==> src/rtl/mdclcg_pkg.sv <==
// mdclcg_pkg: shared definitions for the dual-CLCG word controller.
//   state_t  - controller state encoding
//   DEF_*    - default parameter values
//   clog2    - ceiling log2 for elaboration-time widths
//   cnt_w    - counter width, never less than one bit
package mdclcg_pkg;

  typedef enum logic [2:0] {
    ST_IDLE    = 3'd0,
    ST_LOAD    = 3'd1,
    ST_WAIT    = 3'd2,
    ST_WARM    = 3'd3,
    ST_COLLECT = 3'd4
  } state_t;

  localparam int DEF_SEED_W   = 32;
  localparam int DEF_OUT_W    = 32;
  localparam int DEF_WARMUP   = 64;
  localparam int DEF_CORE_LAT = 1;

  function automatic int clog2(input int n);
    int r;
    r = 0;
    while ((1 << r) < n) r++;
    return r;
  endfunction

  // A zero-width counter (e.g. WARMUP=0) is not legal, so clamp to 1 bit.
  function automatic int cnt_w(input int n);
    return (clog2(n) < 1) ? 1 : clog2(n);
  endfunction

endpackage

==> src/rtl/mdclcg_word_packer.sv <==
// mdclcg_word_packer: serial-to-word packer with a one-deep valid/ready
// output register and sticky overflow.
//   clk, rst_n   - clock, async active-low reset
//   clear        - seed accept: wipes partial word, word_valid, overflow
//   collect      - shift zi in this cycle; when low the partial word is dropped
//   zi           - serial bit from the core
//   word_ready   - consumer accepts word_data
//   word_data    - packed word, first collected bit in the MSB
//   word_valid   - word_data holds an unconsumed word
//   overflow     - sticky: a completed word found the register still full
module mdclcg_word_packer
  import mdclcg_pkg::*;
#(
  parameter int OUT_W = DEF_OUT_W
) (
  input  logic             clk,
  input  logic             rst_n,
  input  logic             clear,
  input  logic             collect,
  input  logic             zi,
  input  logic             word_ready,
  output logic [OUT_W-1:0] word_data,
  output logic             word_valid,
  output logic             overflow
);

  localparam int CNT_W = cnt_w(OUT_W);
  localparam logic [CNT_W-1:0] LAST_BIT = CNT_W'(OUT_W - 1);

  logic [OUT_W-1:0] shift_reg;
  logic [OUT_W-1:0] shift_nxt;
  logic [CNT_W-1:0] bit_cnt;
  logic             word_done;

  // The completing bit is folded in directly so the word transfers on the
  // same edge that samples its last bit.
  assign shift_nxt = {shift_reg[OUT_W-2:0], zi};
  assign word_done = collect && (bit_cnt == LAST_BIT);

  always_ff @(posedge clk or negedge rst_n) begin
    if (!rst_n) begin
      shift_reg  <= '0;
      bit_cnt    <= '0;
      word_data  <= '0;
      word_valid <= 1'b0;
      overflow   <= 1'b0;
    end else if (clear) begin
      shift_reg  <= '0;
      bit_cnt    <= '0;
      word_valid <= 1'b0;
      overflow   <= 1'b0;
    end else begin
      if (collect) begin
        shift_reg <= shift_nxt;
        bit_cnt   <= word_done ? '0 : bit_cnt + CNT_W'(1);
      end else begin
        shift_reg <= '0;
        bit_cnt   <= '0;
      end

      // A consume and a completion on the same edge keep word_valid high.
      if (word_done) begin
        if (!word_valid || word_ready) begin
          word_data  <= shift_nxt;
          word_valid <= 1'b1;
        end else begin
          overflow <= 1'b1;
        end
      end else if (word_ready) begin
        word_valid <= 1'b0;
      end
    end
  end

endmodule

==> src/rtl/mdclcg_word_ctrl.sv <==
// mdclcg_word_ctrl: sequencing controller for the modified dual-CLCG core.
// Loads a seed set into the core, skips a warm-up run of Zi bits and packs
// the rest into OUT_W-bit words for a valid/ready consumer.
//   clk, rst_n                 - clock, async active-low reset
//   enable                     - run request; low returns to IDLE
//   cfg_valid/cfg_ready        - seed set handshake, cfg_x0..cfg_q0 seeds
//   core_start                 - one-cycle load pulse to the core
//   core_x0..core_q0           - registered seeds to the core
//   core_zi                    - serial core output
//   word_data/valid/ready      - packed word output handshake
//   busy, warm_done, overflow  - status
//
// state   | meaning
// IDLE    | stopped; re-enable reloads the stored seeds
// LOAD    | core_start high for one cycle
// WAIT    | core latency after the start pulse
// WARM    | discarding WARMUP warm-up bits
// COLLECT | packing Zi into words
module mdclcg_word_ctrl
  import mdclcg_pkg::*;
#(
  parameter int SEED_W   = DEF_SEED_W,
  parameter int OUT_W    = DEF_OUT_W,
  parameter int WARMUP   = DEF_WARMUP,
  parameter int CORE_LAT = DEF_CORE_LAT
) (
  input  logic              clk,
  input  logic              rst_n,
  input  logic              enable,
  input  logic              cfg_valid,
  output logic              cfg_ready,
  input  logic [SEED_W-1:0] cfg_x0,
  input  logic [SEED_W-1:0] cfg_y0,
  input  logic [SEED_W-1:0] cfg_p0,
  input  logic [SEED_W-1:0] cfg_q0,
  output logic              core_start,
  output logic [SEED_W-1:0] core_x0,
  output logic [SEED_W-1:0] core_y0,
  output logic [SEED_W-1:0] core_p0,
  output logic [SEED_W-1:0] core_q0,
  input  logic              core_zi,
  output logic [OUT_W-1:0]  word_data,
  output logic              word_valid,
  input  logic              word_ready,
  output logic              busy,
  output logic              warm_done,
  output logic              overflow
);

  localparam int WARM_CW = cnt_w(WARMUP + 1);
  localparam int LAT_CW  = cnt_w(CORE_LAT + 1);

  state_t              state;
  state_t              state_nxt;
  logic [WARM_CW-1:0]  warm_cnt;
  logic [LAT_CW-1:0]   wait_cnt;
  logic                accept;
  logic                collect;

  assign accept  = cfg_valid & cfg_ready;
  assign collect = (state == ST_COLLECT) & enable & ~accept;

  always_comb begin
    state_nxt = state;
    case (state)
      ST_IDLE:    if (enable) state_nxt = ST_LOAD;
      ST_LOAD:    state_nxt = enable ? ST_WAIT : ST_IDLE;
      ST_WAIT: begin
        if (!enable)
          state_nxt = ST_IDLE;
        else if (wait_cnt == '0)
          state_nxt = (WARMUP == 0) ? ST_COLLECT : ST_WARM;
      end
      ST_WARM: begin
        if (!enable)
          state_nxt = ST_IDLE;
        else if (warm_cnt == WARM_CW'(1))
          state_nxt = ST_COLLECT;
      end
      ST_COLLECT: if (!enable) state_nxt = ST_IDLE;
      default:    state_nxt = ST_IDLE;
    endcase
    // A new seed set restarts the sequence from LOAD.
    if (accept) state_nxt = enable ? ST_LOAD : ST_IDLE;
  end

  // Status outputs are registered from the next state so they line up with
  // the state register. cfg_ready therefore reads 0 under reset and rises on
  // the first clock after release.
  always_ff @(posedge clk or negedge rst_n) begin
    if (!rst_n) begin
      state      <= ST_IDLE;
      core_start <= 1'b0;
      busy       <= 1'b0;
      cfg_ready  <= 1'b0;
      warm_done  <= 1'b0;
      wait_cnt   <= '0;
      warm_cnt   <= '0;
      core_x0    <= '0;
      core_y0    <= '0;
      core_p0    <= '0;
      core_q0    <= '0;
    end else begin
      state      <= state_nxt;
      core_start <= (state_nxt == ST_LOAD);
      busy       <= (state_nxt != ST_IDLE);
      cfg_ready  <= (state_nxt == ST_IDLE) || (state_nxt == ST_WARM) ||
                    (state_nxt == ST_COLLECT);

      if (accept) begin
        core_x0 <= cfg_x0;
        core_y0 <= cfg_y0;
        core_p0 <= cfg_p0;
        core_q0 <= cfg_q0;
      end

      if (state_nxt == ST_LOAD)
        wait_cnt <= LAT_CW'(CORE_LAT - 1);
      else if ((state == ST_WAIT) && (wait_cnt != '0))
        wait_cnt <= wait_cnt - LAT_CW'(1);

      // Reloaded every WAIT cycle so WARM always starts from a full count.
      if (state == ST_WAIT)
        warm_cnt <= WARM_CW'(WARMUP);
      else if (state == ST_WARM)
        warm_cnt <= warm_cnt - WARM_CW'(1);

      if (accept || (state_nxt == ST_LOAD))
        warm_done <= 1'b0;
      else if ((state_nxt == ST_COLLECT) && (state != ST_COLLECT))
        warm_done <= 1'b1;
    end
  end

  mdclcg_word_packer #(
    .OUT_W (OUT_W)
  ) u_packer (
    .clk        (clk),
    .rst_n      (rst_n),
    .clear      (accept),
    .collect    (collect),
    .zi         (core_zi),
    .word_ready (word_ready),
    .word_data  (word_data),
    .word_valid (word_valid),
    .overflow   (overflow)
  );

endmodule

==> config.mk <==
export PLATFORM = sky130hd
export DESIGN_NAME = mdclcg_word_ctrl
export DESIGN_NICKNAME = d
export VERILOG_FILES = /design/src/rtl/mdclcg_pkg.sv /design/src/rtl/mdclcg_word_packer.sv /design/src/rtl/mdclcg_word_ctrl.sv
export SDC_FILE = /design/constraint.sdc
export NUM_CORES = 1
export LEC_CHECK = 0
export CORE_ASPECT_RATIO = 0.5
export CORE_MARGIN = 3
export CORE_UTILIZATION = 30
export DETAILED_ROUTE_END_ITERATION = 16
export SLEW_MARGIN = 10
export SYNTH_ARGS = -nofsm -noshare
export SYNTH_HDL_FRONTEND = slang
export SYNTH_HIERARCHICAL = 1
export SYNTH_SLANG_ARGS = --single-unit
==> constraint.sdc <==
create_clock -name clk -period 2.7 [get_ports clk]
set_input_delay 0.675 -clock clk [delete_from_list [all_inputs] [get_ports clk]]
set_output_delay 0.675 -clock clk [all_outputs]
set_load 0.01 [all_outputs]
==> results_dict.tcl, run 1 <==
set metrics [dict create \
    finalNonFillerCells 1176 \
    grt_util_all_layers_pct 13.7 \
    ys_top_cells_by_area "dfrtp_1 (66%), mux2_2 (18%), mux2_4 (5.6%)" \
    dr.first_iter.drc_count 230 \
    numPlacedInstances 1142 \
    core_area_mm2 0.0259 \
    start_util_pct 31.3 \
    ys_seq_area_share_pct 65.8 \
    crit_path_start_kind "flip-flop" \
    synth_flop_cell "dfrtp_1" \
    worst_path_max_delay_cell "clkdlybuf4s50_1" \
    synth-simple-area-share_pct 5.30 \
    cts_hold_buf 0 \
    cp-endpoint "word_data[30]" \
    period_share_pct 80.0 \
    cp_cell_sequence "clkdlybuf4s50_1" \
    ir_worst_vdd_v 0.000374 \
    cp.required_ns 2.03 \
    path_max_fanout 2 \
    gp_congestion 0.753 \
    antenna_found_initial 0 \
    post-place-ws_ns 0.0927 \
    drc 0 \
    ctsLongestPathBuffers 3 \
    layout.nets 959 \
    finClkSkew_ns 0.0167 \
    cts_resized 0 \
    post-route-min-period_ns 2.16 \
    setup_ws_ns 0.539 \
    syn_inst 507 \
    async_flop_share_pct 100 \
    synth.distinct_cells 40 \
    die_area_mm2 0.0291 \
    via_per_inst 4.34 \
    yosys.area_share.xor_xnor_pct 0.432 \
    status "finished, final reports clean" \
    synth_nets 645 \
    die_w_um 238 \
    drive_gt1_share_pct 26.2 \
    synth_mux_area_share_pct 24.0 \
    final_cell_area_mm2 0.0122 \
    path_clk_slew_ns 0.07 \
    grt_pass1_wl_um 31600 \
    worstSkewPairLatency_ns 0.50 \
    wirelength_um 20400 \
    root_buffer "clkbuf_16" \
    cts_htree_levels 1 \
    crit_type "reg -> out" \
    grt_max_degree 77 \
    dp.final_hpwl_um 15200 \
    ff2ff_path_depth 7 \
    synth_compound_area_share_pct 1.98 \
    critPathArrivalTime_ns 1.49 \
    num_rows 41 \
    synth_top_area_share_pct 65.8 \
    ys_warn_count 6 \
    synth_top_family_by_area "multiplexers" \
    grt-ovfl-total 0 \
    cp_num_buf_inv 1 \
    yosys_register_bits 213 \
    critPathLaunch "u_packer/word_data[30]" \
    setup_tns_ns 0 \
    die_h_um 122 \
    drv_slew 0 \
    syn_to_final_growth_pct 51.2 \
    port_buffers 299 \
    finalSetupViolations 0 \
    timing.fmax_ghz 0.463 \
    grt_pass1_vias 5470 \
    synthTopCellsByCount "dfrtp_1 (213), mux2_2 (130), and2_1 (34)" \
    cts_tree "done" \
    p_total_uw 10100 \
    netlist_area_mm2 0.00810 \
    drv_cap 0 \
    r2r_slack_ns 0.75 \
    cts.sinks 213 \
    max_slew_margin_pct 70.3 \
    cp-end-kind "primary output" \
    worst_slew_pin_slew_ns 0.445 \
    critical-path-top-delay-family "buffers and inverters" \
    avgSynthCellArea_um2 16.0 \
    ios 300 \
    leakage_uw 0.00532 \
    avgRoutedWirePerCell_um 17.3 \
    hp-class "in -> async" \
    synth_top_area_cell "dfrtp_1" \
    reg2reg_to "u_packer/word_data[13]" \
    synth_edf_count 0 \
    diodes 0 \
    synth_fa_ha_area_share_pct 0.618 \
    r2r_start "state[0]" \
    vias 5098 \
    numCtsBuffers 21 \
    ant_nets 0 \
    yosysMostFrequentCell "dfrtp_1" \
    cp_slowest_stage_delay_ns 0.61 \
    rsz0062_at_grt "false" \
    postCtsSetupBuffers 0 \
    powerDensity_mw_per_mm2 828 \
    hold_viol 0 \
    place_area_mm2 0.0116 \
    firstDrtPassIters 4 \
    critical_path_cell_count 1 \
]
logic make-up (layout without fill, tap and decap cells):
family | Yosys count | after routing
DFF | 213 | 213
muxes | 163 | 163
and+or+nand+nor | 73 | 73
buffers and inverters | 28 | 353
AOI/OAI and AO/OA | 22 | 22
adders and majority gates | 4 | 4
xor gates and xnor gates | 4 | 4
worst min-delay path by stage:
| stage | from | endpoint | slack (ns) | cells after the start |
|---|---|---|---|---|
| 6_report | rst_n | core_y0[6] | 0.12 | 1 |
| 5_1_grt | rst_n | cfg_ready | 0.13 | 1 |
| 4_1_cts | rst_n | core_y0[6] | 0.12 | 1 |
| 3_5_place_dp | u_packer/shift_reg[15] | u_packer/shift_reg[16] | 0.46 | 1 |
| 3_3_place_gp | u_packer/bit_cnt[0] | u_packer/bit_cnt[0] | 0.46 | 1 |
| 2_1_floorplan | rst_n | busy | 0.38 | 0 |
where the power goes:
part	total [µW]	switching, µW	internal, µW
combinational	3150	1170	1980
sequential	4290	390	3900
clock	2700	1200	1510
layer usage:
metal | up-vias | global-route usage [%] | part of all wire, %
li1 | 2378 | - | -
met1 | 2614 | 17.0 | 41
met2 | 75 | 25.0 | 54
met3 | 31 | 2.53 | 3.0
met4 | 0 | 3.17 | 2.0
met5 | - | 0 | 0
final cells by class:
| class | count | area, µm² |
|---|---|---|
| Clock buffer | 26 | 574 |
| Clock inverter | 8 | 48.8 |
| Fill cell | 2260 | 13600 |
| Timing Repair Buffer | 314 | 3220 |
| Sequential cell | 213 | 5330 |
| Tap cell | 344 | 430 |
| Multi-Input combinational cell | 266 | 2620 |
| Inverter | 5 | 18.8 |
placed cells by master (no fill, tap or decap), drive strengths merged, types with 6 or more instances in the layout:
master	instances
inv	6
o21ai	7
clkbuf	27
clkdlybuf4s50	298
buf	15
and2	35
nor2	8
dfrtp	213
mux2	160
nand2	10
worst reg2reg max path: cells and delay by family, from the launching register on:
| kind | cells | cell delay (ns) |
|---|---|---|
| buffers and inverters | 1 | 0.19 |
| and+or+nand+nor | 5 | 0.87 |
| DFF | 1 | 0.48 |
| muxes | 1 | 0.31 |
metrics by stage:
step	hold slack (ns)	util, %
final	0.123	47.4
after global routing	0.130	47.4
after CTS	0.117	47.4
after detailed placement	0.464	45.0
after global placement	0.459	45.0
after floorplan	0.379	-
No activity file was read; power rests on OpenSTA's default activity.
==> inputs of run 2 (changes only) <==
- clock period: 2.7 -> 1.9 ns (I/O delays scaled with it)
==> run 2 against run 1 <==
Largest power group unchanged. Combinational power grew 31%. Count of clock-buffer cells in the layout rose by 5. Register-to-register slack worse by 0.68 ns. Largest cell class unchanged. Cell area rose by 2.0%. Global-route usage rose by 0.40 points. Flip-flop and latch count did not move. Total power is 42% higher. Non-clock buffer count increased by 14. Wire length rose by 3.0%. First-iteration DRC count shrank 36%.
==> results_dict.tcl, run 2 (synthesis gave the netlist of run 1 again) <==
set metrics [dict create \
    status "finished, final reports clean" \
    numCtsBuffers 21 \
    vias 5171 \
    fin_util_pct 48.3 \
    grt_max_degree 54 \
    grt_pass1_wl_um 32500 \
    cts.sinks 213 \
    timing.fmax_ghz 0.537 \
    die_area_mm2 0.0291 \
    ant_nets 0 \
    firstDrtPassIters 4 \
    max_slew_margin_pct 75.0 \
    period_share_pct 98.0 \
    worst_slew_pin_slew_ns 0.375 \
    gp_congestion 0.791 \
    dp.final_hpwl_um 15800 \
    ios 300 \
    wirelength_um 21000 \
    ctsLongestPathBuffers 3 \
    internal_power_uw 10500 \
    crit_type "reg -> out" \
    path_clk_slew_ns 0.06 \
    drc 0 \
    drv_cap 0 \
    cp_cell_sequence "clkdlybuf4s50_1" \
    nFillCells 2287 \
    port_buffers 299 \
    fin_hold_ws_ns 0.475 \
    cp_num_buf_inv 1 \
    die_w_um 238 \
    critPathArrivalTime_ns 1.39 \
    finalSetupViolations 0 \
    p_switching_uw 3920 \
    critical-path-top-delay-family "buffers and inverters" \
    dr.first_iter.drc_count 147 \
    cp-end-kind "primary output" \
    powerDensity_mw_per_mm2 1150 \
    layout.nets 973 \
    switching_share_pct 27.3 \
    cp_slowest_stage_delay_ns 0.54 \
    grt_util_all_layers_pct 14.1 \
    path_max_fanout 2 \
    p_total_uw 14400 \
    leakage_uw 0.00620 \
    rsz0062_at_grt "false" \
    place_area_mm2 0.0118 \
    antenna_found_initial 1 \
    pwr-share-seq_pct 42.1 \
    num_rows 41 \
    via_per_inst 4.33 \
    final_cell_area_mm2 0.0125 \
    root_buffer "clkbuf_16" \
    die_h_um 122 \
    core_area_mm2 0.0259 \
    cts_tree "done" \
    layout_common_cells "dfrtp_1 (213), clkdlybuf4s50_1 (142), mux2_2 (130)" \
    finClkSkew_ns 0.0116 \
    worstSkewPairLatency_ns 0.50 \
    avgRoutedWirePerCell_um 17.6 \
    post-route-min-period_ns 1.86 \
    r2r_slack_ns 0.07 \
    drv_slew 0 \
    ir_worst_vdd_v 0.000471 \
    worst_path_max_delay_cell "clkdlybuf4s50_1" \
    cp.required_ns 1.42 \
    final_common_cell "dfrtp_1" \
    drive_gt1_share_pct 27.3 \
    postCtsSetupBuffers 0 \
    start_util_pct 31.3 \
    p_comb_share_pct 28.8 \
    grt-ovfl-total 0 \
    cts_htree_levels 1 \
    syn_to_final_growth_pct 54.1 \
    clock_power_share_pct 29.1 \
    grt_pass1_vias 5639 \
    crit_path_start_kind "flip-flop" \
    hold_viol 0 \
    hp-class "in -> async" \
]
run 2: cell count changes in the layout (fill, tap and decap cells not counted), sizes merged:
cell / delta
dlymetal6s2s: +54
clkbuf: +5
buf: +13
diode: +1
clkinv: -2
clkdlybuf4s50: -156
bufinv: +2
clkinvlp: -2
dlygate4sd3: +1
dlygate4sd2: +102
run 2: layer usage:
layer | part of all wire [%] | GRT usage (%)
met1 | 41 | 17.3
met2 | 53 | 25.5
met3 | 2.9 | 2.44
met4 | 3.0 | 4.68
met5 | 0 | 0
run 2: path summary, 6_finish.rpt:
path,cells after the start,start,end
min in group clk,1,u_packer/bit_cnt[0],u_packer/bit_cnt[0]
max reg2reg,6,u_packer/bit_cnt[0],u_packer/word_data[31]
min reg2reg,1,u_packer/bit_cnt[0],u_packer/bit_cnt[0]
max,1,core_q0[29],core_q0[29]
max in group asynchronous,3,rst_n,core_y0[3]
min,2,rst_n,core_p0[13]
run 2: cell type report:
cell class / instances / area (µm²) / area share (%)
Sequential cell: 213 / 5330 / 42.7
Timing Repair Buffer: 328 / 3390 / 27.1
Multi-Input combinational cell: 266 / 2630 / 21.1
Clock buffer: 31 / 603 / 4.83
Tap cell: 344 / 430 / 3.45
Clock inverter: 6 / 83.8 / 0.671
Inverter: 5 / 18.8 / 0.150
Antenna cell: 1 / 2.50 / 0.0200
run 2: power groups by stage:
stage	clock (µW)	sequential [µW]	combinational, µW
2_1_floorplan	0	6580	1380
3_3_place_gp	0	6130	4620
3_5_place_dp	0	6180	4660
4_1_cts	4320	6080	4330
5_1_grt	4520	6210	4440
6_report	4180	6050	4140
run 2: timing repair:
| item | CTS | global route |
|---|---|---|
| endpoints found under the hold margin | 37 | 0 |
| pin swaps | 0 | 0 |
| hold buffers | 1 | 0 |
| endpoints found under the setup margin | 102 | 86 |
| gates resized for setup | 102 | 57 |
run 2: metrics by stage:
step / setup TNS, ns / worst slack [ns] / std cells
2_1_floorplan: 0 / 0.109 / 507
3_3_place_gp: -31.81 / -0.482 / 1155
3_5_place_dp: -33.43 / -0.486 / 1155
4_1_cts: 0 / 0.00112 / 1193
5_1_grt: 0 / 0.00119 / 1194
6_report: 0 / 0.0377 / 1194
